<file path="src/rtl/priv_1_12_trap_ctrl.sv">
// Machine-mode trap controller: holds the M-mode trap CSRs, arbitrates
// exceptions, MRET and interrupts at commit, then sequences the pipeline
// flush and the single-cycle fetch redirect.
//
// Flush handshake: flush_req is high for every cycle the FSM sits in FLUSH.
// The flush completes on the first rising edge at which flush_ack is high.
// flush_ack has no effect in any other state.
// redirect_valid is a one-cycle pulse; redirect_pc is only meaningful
// while it is high.
module priv_1_12_trap_ctrl #(
    parameter logic [31:0] MTVEC_RESET = 32'h0000_0000
) (
    input  logic        CLK,
    input  logic        nRST,
    input  logic        ex_valid,
    input  logic [30:0] ex_cause,
    input  logic [31:0] commit_pc,
    input  logic [31:0] ex_tval,
    input  logic        mret_valid,
    input  logic        irq_ext,
    input  logic        irq_timer,
    input  logic        irq_soft,
    input  logic        csr_wen,
    input  logic [11:0] csr_addr,
    input  logic [31:0] csr_wdata,
    output logic [31:0] csr_rdata,
    output logic        flush_req,
    input  logic        flush_ack,
    output logic        redirect_valid,
    output logic [31:0] redirect_pc,
    output logic        busy,
    output logic [1:0]  fsm_state
);

    typedef enum logic [1:0] {
        IDLE     = 2'd0,
        FLUSH    = 2'd1,
        REDIRECT = 2'd2
    } state_t;

    state_t      state, state_next;

    logic        mstatus_mie, mstatus_mpie;
    logic        meie, mtie, msie;
    logic [31:0] mtvec, mepc, mcause, mtval;
    logic [31:0] target_q;

    logic        in_idle, mei_pend, msi_pend, mti_pend;
    logic        take_ex, take_mret, take_irq, take_trap, csr_we;
    logic [3:0]  irq_code;
    logic [31:0] trap_cause, target;

    // Event arbitration and redirect target selection in IDLE
    always_comb begin
        in_idle   = (state == IDLE);
        mei_pend  = irq_ext   & meie & mstatus_mie;
        msi_pend  = irq_soft  & msie & mstatus_mie;
        mti_pend  = irq_timer & mtie & mstatus_mie;
        take_ex   = in_idle & ex_valid;
        // An exception in the same cycle swallows the MRET.
        take_mret = in_idle & mret_valid & ~ex_valid;
        take_irq  = in_idle & ~ex_valid & ~mret_valid & (mei_pend | msi_pend | mti_pend);
        take_trap = take_ex | take_irq;
        csr_we    = in_idle & csr_wen;
        irq_code  = mei_pend ? 4'd11 : (msi_pend ? 4'd3 : 4'd7);
        trap_cause = take_ex ? {1'b0, ex_cause} : {1'b1, 27'd0, irq_code};
        if (take_mret) begin
            target = mepc;
        end else if (take_irq && mtvec[1:0] == 2'b01) begin
            target = {mtvec[31:2], 2'b00} + {26'd0, irq_code, 2'b00};
        end else begin
            target = {mtvec[31:2], 2'b00};
        end
    end

    // State register
    always_ff @(posedge CLK or negedge nRST) begin
        if (!nRST) begin
            state <= IDLE;
        end else begin
            state <= state_next;
        end
    end

    // Next-state logic
    always_comb begin
        state_next = state;
        case (state)
            IDLE:     if (take_trap || take_mret) state_next = FLUSH;
            FLUSH:    if (flush_ack) state_next = REDIRECT;
            REDIRECT: state_next = IDLE;
            default:  state_next = IDLE;
        endcase
    end

    // Redirect target is captured at acceptance so later CSR writes cannot move it
    always_ff @(posedge CLK or negedge nRST) begin
        if (!nRST) begin
            target_q <= 32'd0;
        end else if (take_trap || take_mret) begin
            target_q <= target;
        end
    end

    // CSR state: software writes first, hardware trap/MRET updates override them
    always_ff @(posedge CLK or negedge nRST) begin
        if (!nRST) begin
            mstatus_mie  <= 1'b0;
            mstatus_mpie <= 1'b0;
            meie         <= 1'b0;
            mtie         <= 1'b0;
            msie         <= 1'b0;
            mtvec        <= MTVEC_RESET;
            mepc         <= 32'd0;
            mcause       <= 32'd0;
            mtval        <= 32'd0;
        end else begin
            if (csr_we) begin
                case (csr_addr)
                    12'h300: begin
                        mstatus_mie  <= csr_wdata[3];
                        mstatus_mpie <= csr_wdata[7];
                    end
                    12'h304: begin
                        meie <= csr_wdata[11];
                        mtie <= csr_wdata[7];
                        msie <= csr_wdata[3];
                    end
                    // Reserved modes 2/3 leave the mode field unchanged.
                    12'h305: mtvec  <= {csr_wdata[31:2], csr_wdata[1] ? mtvec[1:0] : csr_wdata[1:0]};
                    12'h341: mepc   <= {csr_wdata[31:2], 2'b00};
                    12'h342: mcause <= csr_wdata;
                    12'h343: mtval  <= csr_wdata;
                    default: ;
                endcase
            end
            if (take_trap) begin
                mepc         <= {commit_pc[31:2], 2'b00};
                mcause       <= trap_cause;
                mtval        <= take_ex ? ex_tval : 32'd0;
                mstatus_mpie <= mstatus_mie;
                mstatus_mie  <= 1'b0;
            end else if (take_mret) begin
                mstatus_mie  <= mstatus_mpie;
                mstatus_mpie <= 1'b1;
            end
        end
    end

    // Combinational CSR read port
    always_comb begin
        csr_rdata = 32'd0;
        case (csr_addr)
            12'h300: csr_rdata = {19'd0, 2'b11, 3'd0, mstatus_mpie, 3'd0, mstatus_mie, 3'd0};
            12'h304: csr_rdata = {20'd0, meie, 3'd0, mtie, 3'd0, msie, 3'd0};
            12'h305: csr_rdata = mtvec;
            12'h341: csr_rdata = mepc;
            12'h342: csr_rdata = mcause;
            12'h343: csr_rdata = mtval;
            12'h344: csr_rdata = {20'd0, irq_ext, 3'd0, irq_timer, 3'd0, irq_soft, 3'd0};
            default: csr_rdata = 32'd0;
        endcase
    end

    // Moore outputs decoded from state so reset clears them asynchronously
    always_comb begin
        flush_req      = (state == FLUSH);
        redirect_valid = (state == REDIRECT);
        redirect_pc    = target_q;
        busy           = (state != IDLE);
        fsm_state      = state;
    end

endmodule

</file>
<file path="config.mk">
export PLATFORM = sky130hd
export DESIGN_NAME = priv_1_12_trap_ctrl
export DESIGN_NICKNAME = d
export VERILOG_FILES = /design/src/rtl/priv_1_12_trap_ctrl.sv
export SDC_FILE = /design/constraint.sdc
export NUM_CORES = 1
export LEC_CHECK = 0
export CELL_PAD_IN_SITES_DETAIL_PLACEMENT = 1
export CELL_PAD_IN_SITES_GLOBAL_PLACEMENT = 2
export CORE_MARGIN = 2
export CORE_UTILIZATION = 28
export CTS_BUF_LIST = sky130_fd_sc_hd__clkbuf_8
export CTS_CLUSTER_DIAMETER = 50
export DETAILED_ROUTE_END_ITERATION = 10
export GPL_ROUTABILITY_DRIVEN = 1
export HOLD_SLACK_MARGIN = 0.03
export PLACE_DENSITY = 0.91
export SLEW_MARGIN = 20
export SYNTH_ARGS = -nofsm -noshare
export SYNTH_HDL_FRONTEND = slang
export SYNTH_SLANG_ARGS = --single-unit
</file>
<file path="constraint.sdc">
create_clock -name CLK -period 2.5 [get_ports CLK]
set_input_delay 0.5 -clock CLK [delete_from_list [all_inputs] [get_ports CLK]]
set_output_delay 0.5 -clock CLK [all_outputs]
set_load 0.01 [all_outputs]
</file>
-- Word level (Yosys, flattened, before mapping)
Index checks and enable logic that the tools add are counted.
- input bits: 148
- register bits: 166
- output and inout bits: 69
- reduce and logical (&&, ||, !) cells: 18
- mux-type cells: 27
- bitwise operators: 19
- add/sub/neg operators: 1
- equal/unequal tests: 11
- operators by type and width (kind ; number):
    two-way mux 32 bit ; 13
    case mux 32 bit (7 select lines) ; 1
    equality test 12 x 10 -> 1 bit (second input constant) ; 7
    adder 32 x 6 -> 32 bit ; 1
    AND reduction 2 bit ; 7
    AND 1 bit ; 13
    nonzero test 2 bit ; 5
    two-way mux 1 bit ; 8
    nonzero test 3 bit ; 2
    two-way mux 2 bit ; 2
    two-way mux 4 bit ; 1
    != test 2 x 1 -> 1 bit (second input constant) ; 2
    case mux 2 bit (2 select lines) ; 1
    two-way mux 3 bit ; 1
    inverter 1 bit ; 3
    OR 1 bit ; 3
    AND reduction 3 bit ; 1
    equality test 2 x 1 -> 1 bit (second input constant) ; 1
    equality test 2 bit (second input constant) ; 1
    zero test 2 bit ; 1
    logical AND 1 bit ; 1
    logical OR 1 bit ; 1

-- Logic depth before layout (Yosys ltp)
Gate-level depths: netlist of the first run.
- depth in word-level cells: 9
- depth in mapped cells: 10

-- Worst setup path after synthesis of the first run
OpenSTA, ideal clock, no wires.
- path type: input-to-output
- from: input csr_addr[11]
- to: output csr_rdata[11]
- arrival time: 2179 ps
- path slack: -179 ps
- stages: 6
- data required time: 2000 ps
- path through: nor4_1 nand4_1 nor4bb_1 clkbuf_1 a221oi_1 o21ai_0
- longest elaborated chain between the ends: 2
- RTL lines (item ; line ; text):
    start, declared ; 24 ; input logic [11:0] csr_addr,
    equality test 12 x 10 -> 1 bit ; 153 ; case (csr_addr)
    case mux 32 bit (7 select lines) (*) ; 153 ;
    end, declared ; 26 ; output logic [31:0] csr_rdata,
Mark *: on every way between the ends. The rest lies on a longest branch, timed or not.

-- Final worst setup path of the first run
- from: input csr_addr[11]
- to: output csr_rdata[9]
Same word-level chain as after synthesis.

==> results.md, run 1 <==
- Crit-path slowest cell: nor4bb_4
- CTS root buf: clkbuf_8
- Starting density of the core: 0.286
- Post-DP HPWL: ~28000 microns
- Max-slew violations: 0
- Max cap viols: 0
- Synth cell count leaders: 162 x dfrtp_1, 147 x nand2_1, 121 x o21ai_0, 78 x a22oi_1, 59 x a2bb2oi_1
- Synth cell types: between 40 and 50
- Pwr dens: 832 mW/mm^2
- GRT Total Usage: 0.259
- Largest net degree at the start of global routing: 67
- Top-count cell post-synth: dfrtp_1
- Unrepaired setup endpoints after global routing: yes
- Crit path kind: primary input to output pin
- Number of flops mapped to enable cells by yosys: 0
- Critical Path Sink Type: output pin
- First-pass GRT wire length: roughly 60000 microns
- Residual DRC: 0
- Initial DRC count: slightly above 700
- Data arrival time of the worst path: around 2300 ps
- Fill count: around 3400
- Longest Clk Path Bufs: 2
- Main synth FF type: dfrtp_1
- Crit path cell chain: buf_6 > nor4_4 > nand4_1 > buf_6 > nor4bb_4 > buf_4 > buf_6 > buf_6 > buf_6 > a22oi_2 > o21ai_1 > buf_2
- Worst path max stage delay: ~300 ps
- Worst-margin pin slew: a little under 700 ps
- Maximum clock frequency: roughly 360 MHz
- Synthesized cell area: between 0.008 and 0.009 sq mm
- Hold Vio Cnt, Final: 0
- # nets final: 1371
- CP Buf/Inv Count: 7
- Dpl ws: -947 ps
- Tcrit/Tclk final: 1.12
- Clk_skew: 15.3 ps
- Routed wire length: between 40000 and 50000 microns
- Yosys warns: 0
- Peak VDD IR: 0.346 mV
- Routed Antenna Nets: 0
- Detailed-route vias per instance: about 5.6
- Max_slew headroom: 0.537
- Violated checks: negative setup slack
- Vias in the first global route: approximately 9600
- I/O pins: around 220
- Setup ws final: -295 ps
- Placer Congestion: slightly above 0.9
- Drt pass-1 iters: 7
- Die Y: around 180 microns
- TritonCTS Buffers: 17
- CTS tree: done
- Worst setup SP type: primary input
- Setup violators final: 30
- Layout cells sized above 1: 0.255
- Post-synthesis instance total: between 900 and 1000
- Synthesized flop and latch total: between 150 and 200
- Die ar.: roughly 0.032 sq mm
- Initial antenna violation count: 2
- Synth async-reset ratio: 1.00
- Register area share after synthesis: 0.476
- Grt ovf: 0
- Drt wl/cell: ~25 microns
- Reg clk slew, reported paths: approximately 110 ps
- Minimum clock period: roughly 2800 ps
- Core Util, Final: 0.435
- Fin Setup TNS: -6930 ps
- # port buffers: 212
- Required time of the critical path: 2000 ps
- Top cells by area, synth: dfrtp_1 48%, o21ai_0 7.1%, a22oi_1 6.9%, nand2_1 6.5%, a2bb2oi_1 6.1%
- Avg Cell Area, Syn: 9.33 sq um
- Critical Path Most Common Cell: buf_6
- Core ar.: ~0.030 sq mm
- Post-synth top area cell: dfrtp_1
- H-tree Lvls: 4
- Power, Total: roughly 11 mW
- Clk Latency, worst-skew pair: approximately 460 ps
- Via count: a little over 9000
- Synth-to-Final Area Change: 52.2%
- Leakage power total: around 5.5 nW
- Worst-path fanout max: 5
- Site Rows: 63
- Horiz. Die Dim: around 180 microns
- Run status: finished, violations left
- Clk sinks: approximately 160
- Worst min-delay path category: primary input to asynchronous set/reset pin
- Synth top area share: 0.476
- Delay-heaviest family, CP: buffers and inverters
[layout make-up]
cell class	count	area, sq um	area share
multi-input combinational	675	4510	0.348
sequential	162	4050	0.313
clock inverter	15	185	0.0143
inverter	5	18.8	0.00145
antenna	2	5.00	0.000386
tap	390	488	0.0376
clock buffer	17	234	0.0180
timing repair buffer	359	3470	0.267
[flip-flops by register name, summed over array words and instances (netlist names)]
name and count:
fsm_state 2, mcause 32, meie 1, mepc 30, msie 1, mstatus_mie 1
mstatus_mpie 1, mtie 1, mtval 32, mtvec 31, redirect_pc 30
[logic make-up (layout without fill, tap and decap cells)]
family,count (synthesis),in the layout,synth area share
compound gates,321,321,0.250
xor+xnor,27,27,0.0278
fa+ha+maj,3,3,0.00441
buf+inv,78,396,0.0374
flops,162,162,0.476
mux,43,43,0.0555
other cells,1,4,0.000440
simple gates,278,279,0.149
[per-stage QoR]
step | hold slack, ps | area [sq um] | cells
global route | 435 | 13000 | 1625
floorplan | 204 | 8570 | 914
detailed placement | 358 | 11900 | 1555
global placement | 357 | 11900 | 1555
CTS | 419 | 12800 | 1620
finish | 441 | 13000 | 1625
[where the power goes]
group / internal, mW / switching (mW) / total (mW) / leakage (nW)
sequential: 3.64 / 0.889 / 4.53 / 2.00
clock: 0.938 / 1.18 / 2.12 / 0.208
combinational: 2.14 / 2.00 / 4.14 / 3.25
total: 6.72 / 4.07 / 10.8 / 5.46
[path summary, 6_finish.rpt]
kind	startpoint	end	slack, ps	depth (start not counted)
worst max register to register	fsm_state[0]	mtval[19]	30	8
worst min-delay path	nRST	mcause[9]	440	2
worst max-delay path	csr_addr[11]	csr_rdata[9]	-290	12
min in group CLK	redirect_pc[8]	redirect_pc[8]	530	2
worst min register to register	redirect_pc[8]	redirect_pc[8]	530	2
max in group asynchronous	nRST	mepc[17]	1370	3
[what timing repair did]
item,in CTS,in global routing
hold buffers,1,0
buffers inserted,25,6
hold endpoints to repair,15,0
pin swaps,21,23
endpoints found under the setup margin,155,71
gates cloned,7,0
gates resized for setup,239,58
[routing by layer]
metal	global-route usage	wire (microns)
met1	0.355	17900
met2	0.409	19200
met3	0.0405	2600
met4	0.105	1320
met5	0	0
[cells in the final DEF (no fill, tap or decap), drive strengths merged, types with 4 or more instances in the layout]
cell | netlist | final
a21oi | 13 | 13
buf | 15 | 182
a22oi | 78 | 78
mux2i | 9 | 9
and3 | 11 | 11
nand2 | 148 | 148
a2bb2oi | 59 | 59
nor4 | 5 | 5
nor3 | 7 | 7
clkbuf | 58 | 18
and2 | 6 | 7
xor2 | 13 | 13
nand4 | 7 | 7
a31oi | 31 | 31
nand2b | 4 | 4
nand3 | 18 | 18
xnor2 | 14 | 14
dlygate4sd2 | 0 | 9
inv | 5 | 14
or3 | 4 | 4
dfrtp | 162 | 162
mux2 | 34 | 34
clkdlybuf4s50 | 0 | 164
a221oi | 5 | 5
o21ai | 123 | 123
nor2 | 54 | 54
nor2b | 4 | 4
(Power assumes the default switching activity.)
==> run 2: changes to the inputs <==
Settings changed: CORE_MARGIN 2 to 3, CORE_UTILIZATION 28 to 27, CTS_BUF_LIST sky130_fd_sc_hd__clkbuf_8 to sky130_fd_sc_hd__clkbuf_16, PLACE_DENSITY 0.91 to 0.88.
==> results.md, run 2 (same netlist as run 1, synthesis figures left out) <==
- Initial antenna violation count: 1
- Clock Power Share: 0.241
- Max-slew violations: 0
- Core ar.: 0.0308 sq mm
- CTS root buf: clkbuf_16
- Worst-margin pin slew: roughly 550 ps
- Longest Clk Path Bufs: 2
- H-tree Lvls: 4
- R2R setup slack: roughly 90 ps
- Minimum clock period: about 2700 ps
- Unrepaired setup endpoints after global routing: yes
- Placer Congestion: just over 0.9
- Most frequent cells in the layout: 164 x clkdlybuf4s50_1, 162 x dfrtp_1, 146 x nand2_1, 101 x o21ai_0, 94 x buf_4
- GRT Total Usage: 0.230
- Core Util, Final: 0.420
- Min-delay src: redirect_pc[8]
- FF+latch area: around 0.0041 sq mm
- Largest regs: mcause (32), mtval (32), mtvec (31)
- Vias in the first global route: around 9300
- Reg2reg path depth: 8
- Pwr dens: about 870 mW/mm^2
- Tcrit/Tclk final: 1.09
- Crit-path slowest cell: nor4bb_4
- Maximum clock frequency: between 300 and 400 MHz
- Setup ws final: -216 ps
- Residual DRC: 0
- Worst setup SP type: primary input
- Drt wl/cell: around 24 microns
- Horiz. Die Dim: approximately 180 microns
- Worst path max stage delay: ~270 ps
- Cell Int Power: ~7 mW
- Data arrival time of the worst path: approximately 2200 ps
- Reg-to-Reg End: redirect_pc[23]
- Post-DP HPWL: roughly 28000 microns
- Sw Ratio: 0.359
- Required time of the critical path: approximately 2000 ps
- Post-DP Area: ~0.012 sq mm
- Fill count: 3474
- Die ar.: around 0.034 sq mm
- Commonest non-fill, non-tap cell in the layout: clkdlybuf4s50_1
- WHS Path Cells: 2
- Critical Path Sink Type: output pin
- I/O pins: 217
- Final Cell Area: 0.0130 sq mm
- Crit path kind: primary input to output pin
- Leakage power total: around 5.5 nW
- Worst min-delay path category: register to register
- Run status: finished, violations left
- First-pass GRT wire length: 58700 microns
- Clk Latency, worst-skew pair: between 400 and 500 ps
- Routed wire length: between 30000 and 40000 microns
- Dpl ws: -926 ps
- Clk sinks: ~160
- Die Y: 184 microns
- Violated checks: negative setup slack
- Largest net degree at the start of global routing: 51
- Initial DRC count: 679
- Grt ovf: 0
- Hold Vio Cnt, Final: 0
- Peak VDD IR: between 0.5 and 0.6 mV
- Comb power frac: 0.359
- Critical Path Most Common Cell: buf_6
- Reg clk slew, reported paths: ~70 ps
- TritonCTS Buffers: 17
- Routed Antenna Nets: 0
- Worst r2r src: fsm_state[1]
- Detailed-route vias per instance: around 5.4
- # nets final: 1358
- Clk_skew: between 10 and 15 ps
- Seq pwr share: 0.401
- Synth-to-Final Area Change: 52.0%
- Layout cells sized above 1: 0.232
- Power, Total: roughly 11 mW
- Max cap viols: 0
- Net Sw Power: slightly above 4 mW
- Drt pass-1 iters: 4
- CP Buf/Inv Count: 6
- # port buffers: approximately 210
- Max_slew headroom: 0.634
- Via count: between 8000 and 9000
- Delay-heaviest family, CP: buffers and inverters
- Worst-path fanout max: 8
- Site Rows: 64
- Crit path cell chain: buf_6 > nor4_2 > nand4_1 > buf_6 > nor4bb_4 > buf_6 > buf_16 > buf_4 > a22oi_2 > o21ai_1 > buf_2
- CTS tree: done
- Setup violators final: 31
- Footprint of the multi-input gates: about 0.0044 sq mm
- Hold worst-path end: redirect_pc[8]
- Starting density of the core: 0.276
-- run 2: how the worst max path moves through the flow --
stage,start,end,slack [ps],cells past startpoint
3_3_place_gp,csr_addr[11],csr_rdata[24],-910,10
2_1_floorplan,csr_addr[11],csr_rdata[11],-6,6
3_5_place_dp,csr_addr[11],csr_rdata[17],-930,9
4_1_cts,csr_addr[7],csr_rdata[6],-270,11
6_report,csr_addr[3],csr_rdata[29],-220,11
5_1_grt,csr_addr[3],csr_rdata[25],-340,11
-- run 2: per-layer routing --
layer / vias up / GRT usage / part of all wire
li1: 3939 / - / -
met1: 4483 / 0.315 / 0.46
met2: 311 / 0.370 / 0.46
met3: 58 / 0.0402 / 0.056
met4: 0 / 0.0753 / 0.026
met5: - / 0 / 0
-- run 2: layout make-up --
| class | instances | share of cell area |
|---|---|---|
| multi-input combinational | 674 | 0.337 |
| sequential | 162 | 0.313 |
| timing repair buffer | 347 | 0.264 |
| tap | 396 | 0.0383 |
| clock buffer | 17 | 0.0328 |
| clock inverter | 15 | 0.0128 |
| inverter | 5 | 0.00145 |
| antenna | 1 | 0.000193 |
-- run 2: metrics by stage --
step / hold slack, ps / setup TNS, ps / std cells
2_1_floorplan: 204 / -6.34 / 914
3_3_place_gp: 487 / -101940 / 1562
3_5_place_dp: 487 / -104990 / 1562
4_1_cts: 521 / -5780 / 1615
5_1_grt: 552 / -8640 / 1617
6_report: 517 / -4820 / 1617
-- run 2: repair_timing --
item                                    4_1_cts  5_1_grt
gates resized for setup                     205       24
hold endpoints to repair                      3        0
pin swaps                                    25       12
hold buffers                                  1        0
gates cloned                                  3        1
endpoints found under the setup margin      117      134
setup buffers                                17        1
-- run 2: power by group through the flow --
stage | Clock (mW) | Combinational, mW | Sequential [mW]
finish | 2.70 | 4.03 | 4.50
global route | 2.85 | 4.36 | 4.61
CTS | 2.72 | 3.98 | 4.47
floorplan | 0 | 1.86 | 4.29
global placement | 0 | 3.79 | 4.46
detailed placement | 0 | 3.94 | 4.47
-- run 2: worst register-to-register path, delay by kind of cell (launching register included) --
kind	cells	cell delay, ps
compound gates	1	150
mux	1	160
simple gates	4	1280
flops	1	390
buf+inv	2	370
==> run 3: changes to the inputs <==
Settings changed: CORE_UTILIZATION 27 to 32, PLACE_DENSITY 0.88 to 0.95.
Clock period 2.5 ns to 3.4 ns, I/O delays scaled along.
==> results.md, run 3 (same netlist as run 1, synthesis figures left out) <==
- Peak VDD IR: about 0.35 mV
- Delay-heaviest family, CP: buffers and inverters
- Starting density of the core: 0.326
- Crit path cell chain: clkdlybuf4s50_1 > nand4_1 > buf_6 > nor4b_4 > buf_12 > buf_8 > buf_12 > a22oi_1 > o21ai_1 > buf_2
- Power, Total: ~7.9 mW
- TritonCTS Buffers: 17
- Layout cells sized above 1: 0.168
- Placer Congestion: approximately 0.9
- Critical Path Sink Type: output pin
- Pwr dens: around 650 mW/mm^2
- # nets final: 1308
- Synth-to-Final Area Change: 42.5%
- Tcrit/Tclk final: 0.980
- Setup ws final: between 60 and 70 ps
- Worst setup SP type: primary input
- Routed Antenna Nets: 0
- Largest net degree at the start of global routing: 60
- Critical Path Most Common Cell: buf_12
- CTS tree: done
- Most frequent cells in the layout: 172 x clkdlybuf4s50_1, 162 x dfrtp_1, 147 x nand2_1, 113 x o21ai_0, 76 x a22oi_1
- Worst-margin pin slew: between 700 and 800 ps
- H-tree Lvls: 4
- Max-slew violations: 0
- Run status: finished, final reports clean
- Routed wire length: between 30000 and 40000 microns
- Post-DP HPWL: 26400 microns
- Worst min-delay path category: primary input to asynchronous set/reset pin
- Initial antenna violation count: 0
- GRT Total Usage: 0.252
- Max cap viols: 0
- Site Rows: 59
- Core ar.: ~0.026 sq mm
- Vias in the first global route: between 9000 and 10000
- First-pass GRT wire length: 55300 microns
- Die ar.: between 0.02 and 0.03 sq mm
- Drt pass-1 iters: 5
- Largest regs: mcause (32), mtval (32), mtvec (31)
- Detailed-route vias per instance: 5.75
- Initial DRC count: 654
- Data arrival time of the worst path: ~2700 ps
- Clk_skew: 10.4 ps
- CP Buf/Inv Count: 6
- Hold slack: between 150 and 200 ps
- Leakage power total: between 5 and 6 nW
- Worst-path fanout max: 8
- Horiz. Die Dim: between 150 and 200 microns
- Clk Latency, worst-skew pair: between 400 and 500 ps
- Crit-path slowest cell: clkdlybuf4s50_1
- Residual DRC: 0
- Dpl ws: -528 ps
- # diodes: 0
- Max_slew headroom: 0.511
- CTS root buf: clkbuf_16
- # port buffers: 212
- Die Y: roughly 170 microns
- Via count: 8661
- Clk sinks: 162
- Minimum clock period: ~3300 ps
- Required time of the critical path: 2720 ps
- Worst path max stage delay: ~450 ps
- Reg clk slew, reported paths: ~70 ps
- Longest Clk Path Bufs: 2
- Maximum clock frequency: 300 MHz
- Grt ovf: 0
- Setup violators final: 0
- Drt wl/cell: between 20 and 25 microns
- Crit path kind: primary input to output pin
- Hold Vio Cnt, Final: 0
- Commonest non-fill, non-tap cell in the layout: clkdlybuf4s50_1
- I/O pins: ~220
[run 3: cell types whose count changed in the layout (fill, tap and decap cells not counted), moves of 10 or more]
cell / previous run / this run
buf_12: 28 / 16
o21ai_1: 22 / 10
a22oi_2: 15 / 2
buf_2: 31 / 21
o21ai_0: 101 / 113
a22oi_1: 63 / 76
buf_4: 94 / 63
[run 3: power by group]
group,total [mW],switching (mW),leakage (nW),internal (mW)
sequential,3.31,0.625,2.00,2.69
combinational,2.67,1.31,2.83,1.35
clock,1.88,0.861,0.276,1.02
total,7.85,2.80,5.11,5.05
[run 3: repair_timing]
action                     in CTS  in global routing
hold endpoints to repair        0                  0
cloned                          2                  0
setup buffers                  10                  4
setup endpoints to repair      32                 32
resized for setup             126                 27
pin swaps                       4                  5
hold buffers                    0                  0
[run 3: cell type report]
| type | instances | area, sq um |
|---|---|---|
| clock buffers | 17 | 425 |
| clock inverters | 15 | 134 |
| fillers | 2996 | 14000 |
| inverters | 5 | 18.8 |
| multi-input cells | 674 | 4210 |
| flip-flops and latches | 162 | 4050 |
| well taps | 335 | 419 |
| repair buffers | 297 | 2880 |
[run 3: worst paths after layout]
check	depth (start not counted)	startpoint	slack, ps	to
max	10	csr_addr[9]	70	csr_rdata[29]
min	1	nRST	180	mtval[4]
max reg2reg	6	fsm_state[0]	750	redirect_pc[23]
min reg2reg	2	redirect_pc[5]	520	redirect_pc[5]
max in group asynchronous	2	nRST	2410	mcause[26]
min in group CLK	2	redirect_pc[5]	520	redirect_pc[5]
[run 3: worst register-to-register path, cell delays in order, from the launching register on]
cell and delay, ps:
dfrtp_1 470, or3_1 420, or4b_1 520, buf_4 200, nor4_4 470, mux2i_1 140, a221o_1 310
[run 3: metal layers]
layer,routed length (microns),GRT usage,up-vias
li1,-,-,3842
met1,16000,0.337,4465
met2,17500,0.413,305
met3,2310,0.0545,49
met4,735,0.0740,0
met5,0,0,-
[run 3: through the flow]
step           setup TNS (ps)  cell area (sq um)  cells   util
2_1_floorplan               0               8520    914      -
3_3_place_gp           -13180              11500   1457  0.440
3_5_place_dp           -14570              11500   1457  0.440
4_1_cts                     0              12100   1501  0.464
5_1_grt                  -322              12100   1505  0.464
6_report                    0              12100   1505  0.464
